$ cat src/rtl/mux_arbiter16_pkg.sv
// Shared definitions for the two-source round-robin mux arbiter:
// FSM state encoding, source codes and the grant decision helpers.
package mux_arbiter16_pkg;

  // Output register occupancy: IDLE = empty, HOLD = holding a word.
  typedef enum logic {
    ARB_IDLE = 1'b0,
    ARB_HOLD = 1'b1
  } arb_state_t;

  // Source identifiers; the value doubles as the mux select.
  typedef enum logic {
    SRC_A = 1'b0,
    SRC_B = 1'b1
  } src_t;

  // A lone valid source always wins; on a tie the priority pointer decides.
  // With no valid source the result is unused, so prio is returned.
  function automatic src_t pick_grant(input logic a_valid,
                                      input logic b_valid,
                                      input src_t prio);
    src_t win;
    win = prio;
    if (a_valid && !b_valid) begin
      win = SRC_A;
    end else if (b_valid && !a_valid) begin
      win = SRC_B;
    end
    return win;
  endfunction

  // The pointer moves to whichever source did not just win.
  function automatic src_t other_src(input src_t s);
    return (s == SRC_A) ? SRC_B : SRC_A;
  endfunction

endpackage

$ cat src/rtl/mux_arbiter16_mux.sv
// Plain 2:1 word multiplexer shared by the arbiter datapath.
// sel = 0 passes a, sel = 1 passes b.
module mux #(
  parameter int WIDTH = 16
) (
  input  logic [WIDTH-1:0] a,
  input  logic [WIDTH-1:0] b,
  input  logic             sel,
  output logic [WIDTH-1:0] y
);

  // Select one of the two input words.
  always_comb begin
    y = a;
    if (sel) begin
      y = b;
    end
  end

endmodule

$ cat src/rtl/mux_arbiter16.sv
// Round-robin arbiter sharing one 2:1 word mux between sources A and B.
// The chosen word is registered and offered on a single valid/ready
// output channel; saturating per-source grant counters aid debug.
// Note: a_ready/b_ready depend combinationally on y_ready (a full output
// register can be refilled in the same cycle the consumer drains it).
// y_valid, y_data and y_src are pure register outputs.
module mux_arbiter16
  import mux_arbiter16_pkg::*;
#(
  parameter int WIDTH = 16,
  parameter int CNT_W = 8
) (
  input  logic             clk,
  input  logic             rst_n,
  input  logic             a_valid,
  input  logic [WIDTH-1:0] a_data,
  output logic             a_ready,
  input  logic             b_valid,
  input  logic [WIDTH-1:0] b_data,
  output logic             b_ready,
  output logic             y_valid,
  output logic [WIDTH-1:0] y_data,
  output logic             y_src,
  input  logic             y_ready,
  output logic             sel,
  output logic [CNT_W-1:0] cnt_a,
  output logic [CNT_W-1:0] cnt_b
);

  localparam logic [CNT_W-1:0] CNT_MAX = '1;
  localparam logic [CNT_W-1:0] CNT_ONE = {{(CNT_W-1){1'b0}}, 1'b1};

  arb_state_t       state;
  arb_state_t       state_nxt;
  src_t             prio;
  src_t             grant;
  logic             sel_q;
  logic             any_valid;
  logic             load;
  logic             xfer;
  logic [WIDTH-1:0] mux_y;

  // Grant decision, mux select and the ready handshake for both sources.
  always_comb begin
    any_valid = a_valid | b_valid;
    grant     = pick_grant(a_valid, b_valid, prio);
    sel       = sel_q;
    if (any_valid) begin
      sel = (grant == SRC_B);
    end
    load    = (state == ARB_IDLE) | y_ready;
    a_ready = load & a_valid & (grant == SRC_A);
    b_ready = load & b_valid & (grant == SRC_B);
    xfer    = a_ready | b_ready;
  end

  mux #(
    .WIDTH(WIDTH)
  ) u_mux (
    .a  (a_data),
    .b  (b_data),
    .sel(sel),
    .y  (mux_y)
  );

  // Next-state logic: any transfer fills the register, a drain empties it.
  always_comb begin
    state_nxt = state;
    if (xfer) begin
      state_nxt = ARB_HOLD;
    end else if ((state == ARB_HOLD) && y_ready) begin
      state_nxt = ARB_IDLE;
    end
  end

  // State register; reset discards any held word.
  always_ff @(posedge clk or negedge rst_n) begin
    if (!rst_n) begin
      state <= ARB_IDLE;
    end else begin
      state <= state_nxt;
    end
  end

  assign y_valid = (state == ARB_HOLD);

  // Priority pointer and remembered select, both advanced by grants.
  always_ff @(posedge clk or negedge rst_n) begin
    if (!rst_n) begin
      prio  <= SRC_A;
      sel_q <= 1'b0;
    end else begin
      if (any_valid) begin
        sel_q <= (grant == SRC_B);
      end
      if (xfer) begin
        prio <= other_src(grant);
      end
    end
  end

  // Output word register: captures the mux output and its source on a transfer.
  always_ff @(posedge clk or negedge rst_n) begin
    if (!rst_n) begin
      y_data <= '0;
      y_src  <= 1'b0;
    end else if (xfer) begin
      y_data <= mux_y;
      y_src  <= (grant == SRC_B);
    end
  end

  // Saturating grant counters, updated on the same edge as the transfer.
  always_ff @(posedge clk or negedge rst_n) begin
    if (!rst_n) begin
      cnt_a <= '0;
      cnt_b <= '0;
    end else begin
      if (a_ready && (cnt_a != CNT_MAX)) begin
        cnt_a <= cnt_a + CNT_ONE;
      end
      if (b_ready && (cnt_b != CNT_MAX)) begin
        cnt_b <= cnt_b + CNT_ONE;
      end
    end
  end

endmodule

$ cat config.mk
export PLATFORM = sky130hd
export DESIGN_NAME = mux_arbiter16
export DESIGN_NICKNAME = d
export VERILOG_FILES = /design/src/rtl/mux_arbiter16_pkg.sv /design/src/rtl/mux_arbiter16_mux.sv /design/src/rtl/mux_arbiter16.sv
export SDC_FILE = /design/constraint.sdc
export NUM_CORES = 1
export LEC_CHECK = 0
export ABC_AREA = 1
export BUFFER_PORTS_ARGS = -buffer_cell sky130_fd_sc_hd__clkbuf_2
export CORE_MARGIN = 2
export CORE_UTILIZATION = 45
export CTS_CLUSTER_DIAMETER = 40
export DETAILED_ROUTE_END_ITERATION = 16
export PLACE_DENSITY_LB_ADDON = 0.1
export SETUP_SLACK_MARGIN = 0.1
export SYNTH_ARGS = -nofsm -noshare
export SYNTH_HDL_FRONTEND = slang
export SYNTH_SLANG_ARGS = --single-unit
$ cat constraint.sdc
create_clock -name clk -period 1.13 [get_ports clk]
set_input_delay 0.113 -clock clk [delete_from_list [all_inputs] [get_ports clk]]
set_output_delay 0.113 -clock clk [all_outputs]
set_load 0.05 [all_outputs]
Word-level counts from Yosys, hierarchy flattened. Cells that the tools add are included.

$add $sub $neg: 2. Equality and inequality tests: 2. Multiplexer cells: 7. Bitwise operators: 9. Reduce and logical (&&, ||, !) cells: 8.

Operators with widths (count): adder 8 x 1 -> 8 bit, second input constant (2); 2-to-1 mux 16 bit (1); != test 8 bit, second input constant (2); 2-to-1 mux 1 bit (6); logical AND 1 bit (5); AND 1 bit (4); OR 1 bit (3); logical NOT 1 bit (2); inverter 1 bit (2); nonzero test 2 bit (1).

Bits in registers: 36. Output and inout port bits: 37.

Logic depth before layout (Yosys ltp).
Depth in word-level cells: 8. Mapped depth: 9. Depth with buffers taken out: 8.

Cells and area by module. A second synthesis with hierarchy kept.

Cells, all modules: 274. Area, all modules: 2035.7 um2.

Modules (own cells, without submodules): mux_arbiter16 (times used 1, cells each 222, area each 1791.7 um2); mux (times used 1, cells each 52, area each 244.0 um2).

Worst setup path after synthesis. Ideal clock, no wire load.

Path kind: register to register. Start point: register state (netlist: y_valid). End point: register cnt_b[2]. Data arrival time: 2.026 ns. Required time: 1.012 ns. Path slack: -1.015 ns. Cell stages (with the launch flop): 7. Buffers on the path: 0. Clock period less this slack: 2.145 ns. Cells stage by stage: dfrtp_1 > nand2_2 > nand2_1 > nor2_1 > nand2_1 > nand2_1 > nand2_1.

Cells in the longest elaborated chain, start to end: 5.

Ends and longest elaborated chain: start: declaration (RTL line mux_arbiter16.sv:33) `arb_state_t state;`; start signal: assignment (RTL line mux_arbiter16.sv:81) `state <= state_nxt;`; inverter 1 bit (RTL line mux_arbiter16.sv:51) `load = (state == ARB_IDLE) | y_ready;`; OR 1 bit (RTL line mux_arbiter16.sv:51); AND 1 bit (2 in a row) (RTL line mux_arbiter16.sv:53) `b_ready = load & b_valid & (grant == SRC_B);`; via b_ready (RTL line mux_arbiter16.sv:20) `output logic b_ready,`; logical AND 1 bit (RTL line mux_arbiter16.sv:122) `if (b_ready && (cnt_b != CNT_MAX)) begin`; end signal: assignment (RTL line mux_arbiter16.sv:123) `cnt_b <= cnt_b + CNT_ONE;`; end: declaration (RTL line mux_arbiter16.sv:27) `output logic [CNT_W-1:0] cnt_b`.

The timed path passes the listed nets, and every way through them passes these cells. A chain may end at the register's enable or synchronous reset.

Final worst setup path.
Start point: register sel_q. End point: register y_data[11].

Cells in the longest elaborated chain, start to end: 2.

Ends and longest elaborated chain: start: declaration (RTL line mux_arbiter16.sv:37) `logic sel_q;`; start signal: assignment (RTL line mux_arbiter16.sv:94) `sel_q <= (grant == SRC_B);`; 2-to-1 mux 1 bit; 2-to-1 mux 16 bit (RTL line mux_arbiter16_mux.sv:15) `if (sel) begin`; end signal: assignment (RTL line mux_arbiter16.sv:108) `y_data <= mux_y;`; end: declaration (RTL line mux_arbiter16.sv:22) `output logic [WIDTH-1:0] y_data,`.

No other way between the ends.

==> summary.md <==
| Metric | Value |
|---|---|
| Register area share after synthesis | `0.4401` |
| CTS tree | `built` |
| Worst-margin pin slew | `0.2550 ns` |
| First-pass GRT wire length | `10.97 mm` |
| Hpwl dp | `3.620 mm` |
| IO Pins | `74` |
| Final period util | `1.273` |
| Worst slack at placement | `-0.09070 ns` |
| Clk buf depth | `2` |
| Ys flop type | `dfrtp_1` |
| P per Cell Area | `1830 nW/µm²` |
| F_max | `695.2 MHz` |
| Die Width | `71.45 µm` |
| Synth area leader | `dfrtp_1` |
| Multi-input gate area | `1092 µm²` |
| GPL Wtd Cong | `0.7463` |
| Vias per cell | `5.362` |
| Wire per inst | `17.78 µm` |
| Arr. time, crit path | `1.63 ns` |
| Core footprint | `4354 µm²` |
| Top post-synthesis cells by area | `dfrtp_1 44%, nand2_1 24%, nand3b_1 6.2%` |
| Register bit total from synthesis | `36` |
| Vias | `2563` |
| Worst skew pair latency | `0.30 ns` |
| MaxCap Viol Count | `0` |
| Filler Cell Count | `197` |
| GRT Util Overall | `0.2837` |
| Final hold vios | `0` |
| Total grt overflow | `0` |
| Final cell count without fillers | `478` |
| Placed Cells | `431` |
| Failing checks | `setup timing` |
| Critical Path Fanout Max | `6` |
| Final worst slack | `-0.3084 ns` |
| Post-layout nets | `464` |
| Num CTS Buffers | `5` |
| Pin count of the biggest net entering global routing | `37` |
| Number of flops mapped to enable cells by yosys | `0` |
| Starting density of the core | `0.4701` |
| CP Capture Type | `flip-flop` |
| Gate Count Post-Synth | `280` |
| Residual DRC | `0` |
| H-tree Lvls | `2` |
| Ys Warns | `0` |
| Worst IR Drop VDD | `1.390 mV` |
| # rows | `24` |
| Yosys top cell area share | `0.4401` |
| Final antenna-violating net count | `0` |
| Starting DRT DRC Count | `211` |
| Initial DRT Pass Iterations | `4` |
| Pleak | `2.068 nW` |
| Sink Count | `36` |
| Die area | `5104 µm²` |
| Layout area overhead | `89.67%` |
| Unrepaired setup endpoints after global routing | `true` |
| Vias in the first global route | `2321` |
| Async S/R FF share, synth | `1.000` |
| Final Core Density | `0.8917` |
| Data required, critical path | `1.32 ns` |
| Setup violators final | `45` |
| Port Buffer Count | `73` |
| Slew HR | `0.8294` |
| Hold Path Class | `in -> reg` |
| Worst Path Class, Setup | `reg -> reg` |
| Die Height | `71.45 µm` |
| Register area | `914.6 µm²` |
| Max-slew violation total from the final report | `0` |
| N_diodes | `0` |
| Top-count cell post-synth | `nand2_1` |
| TNS Setup | `-8.500 ns` |
| Netlist Area Pre-Place | `2047 µm²` |
| Final Critical Period | `1.438 ns` |
| Detailed Route WL | `8.500 mm` |
| Clock Root Buffer | `clkbuf_8` |
| Post-synthesis cell type count | `21` |
| Layout cell share with drive strength beyond 1 | `0.4484` |
| Outcome | `finished, violations left` |
| Commonest cells post-synth | `131 x nand2_1, 36 x dfrtp_1, 32 x inv_1` |
| Mean post-synth cell area | `7.311 µm²` |
| Net count after synthesis | `319` |
| Clk slew on worst S/H paths | `0.08 ns` |
| Initial antenna violation count | `0` |
| Setup Skew | `0.004567 ns` |
| Startpoint Class | `flip-flop` |
## cells by family (layout without fill, tap and decap cells)
kind of cell,after synthesis,count (layout),share of synthesized area
AO/OA/AOI/OAI,4,4,0.009775
buffers and inverters,42,187,0.09597
flip-flops,36,36,0.4401
adder cells (fa/ha/maj),2,2,0.01222
XOR/XNOR,6,6,0.02568
AND/OR/NAND/NOR,190,191,0.4163
## flip-flops by register name, indices dropped and copies added (netlist names)
| signal | flops |
|---|---|
| prio | 1 |
| sel_q | 1 |
| cnt_a | 8 |
| cnt_b | 8 |
| y_data | 16 |
| y_valid | 1 |
| y_src | 1 |
## layout by cell type (no fill, tap or decap), drive strengths merged
master,netlist,routed
nand2,137,138
buf,7,79
clkbuf,0,67
inv,35,37
dfrtp,36,36
nand3,22,22
nand3b,17,17
nor2,13,13
o21ai,4,4
xor2,3,3
xnor2,3,3
ha,2,2
clkinv,0,2
or2,1,1
bufbuf,0,1
dlygate4sd3,0,1
## critical path: stages, from the launching register on
cell     delay, ns
dfrtp_1       0.39
or2_1         0.28
nand2_4       0.09
buf_6         0.12
buf_12        0.11
buf_12        0.10
nand2_1       0.07
nand3_1       0.09
nand2_1       0.07
## metal layers
metal,track usage,wire length (µm)
met3,0.07454,584
met2,0.4897,4337
met5,0,0
met4,0.1258,366
met1,0.3306,3211
## where the power goes
group / switching, mW / leakage [nW] / internal (mW)
combinational: 2.22 / 1.58 / 1.93
clock: 0.514 / 0.0510 / 0.487
sequential: 0.343 / 0.437 / 1.61
total: 3.08 / 2.07 / 4.03
## path summary, 6_finish.rpt
check | start | end | slack, ns | cells after the start
setup reg to reg | sel_q | y_data[11] | -0.31 | 8
hold / removal | a_data[0] | y_data[0] | 0.12 | 5
hold reg to reg | y_data[8] | y_data[8] | 0.49 | 2
min in group asynchronous | rst_n | y_data[9] | 0.34 | 3
max in group asynchronous | rst_n | cnt_a[3] | 0.58 | 3
setup / recovery | sel_q | y_data[11] | -0.31 | 8
## metrics by stage
step                      power [mW]  cell area [µm²]  hold WS, ns
after floorplan                3.700             2120      -0.1826
after global placement         4.538             2788      0.09503
after detailed placement       4.591             2788      0.09746
after CTS                      6.699             3727       0.1087
after global routing           7.354             3882       0.1306
final                          7.103             3882       0.1183
## repair_timing
action                                  in CTS  in global routing
buffers inserted                            24                 10
gates cloned                                 5                  1
gates resized for setup                    106                 37
endpoints found under the setup margin      71                 62
pin swaps                                   12                 27
hold endpoints to repair                    36                  0
hold buffers                                 1                  0
## cell type report
type,instances,share of cell area
Clock buffer,6,0.02127
Clock inverter,2,0.002578
Inverter,35,0.04028
Multi-Input combinational cell,203,0.2813
Sequential cell,36,0.2356
Tap cell,52,0.01676
Timing Repair Buffer,142,0.3970
Timing Repair inverter,2,0.005156
Note: power is estimated with default switching activity, not from simulation.
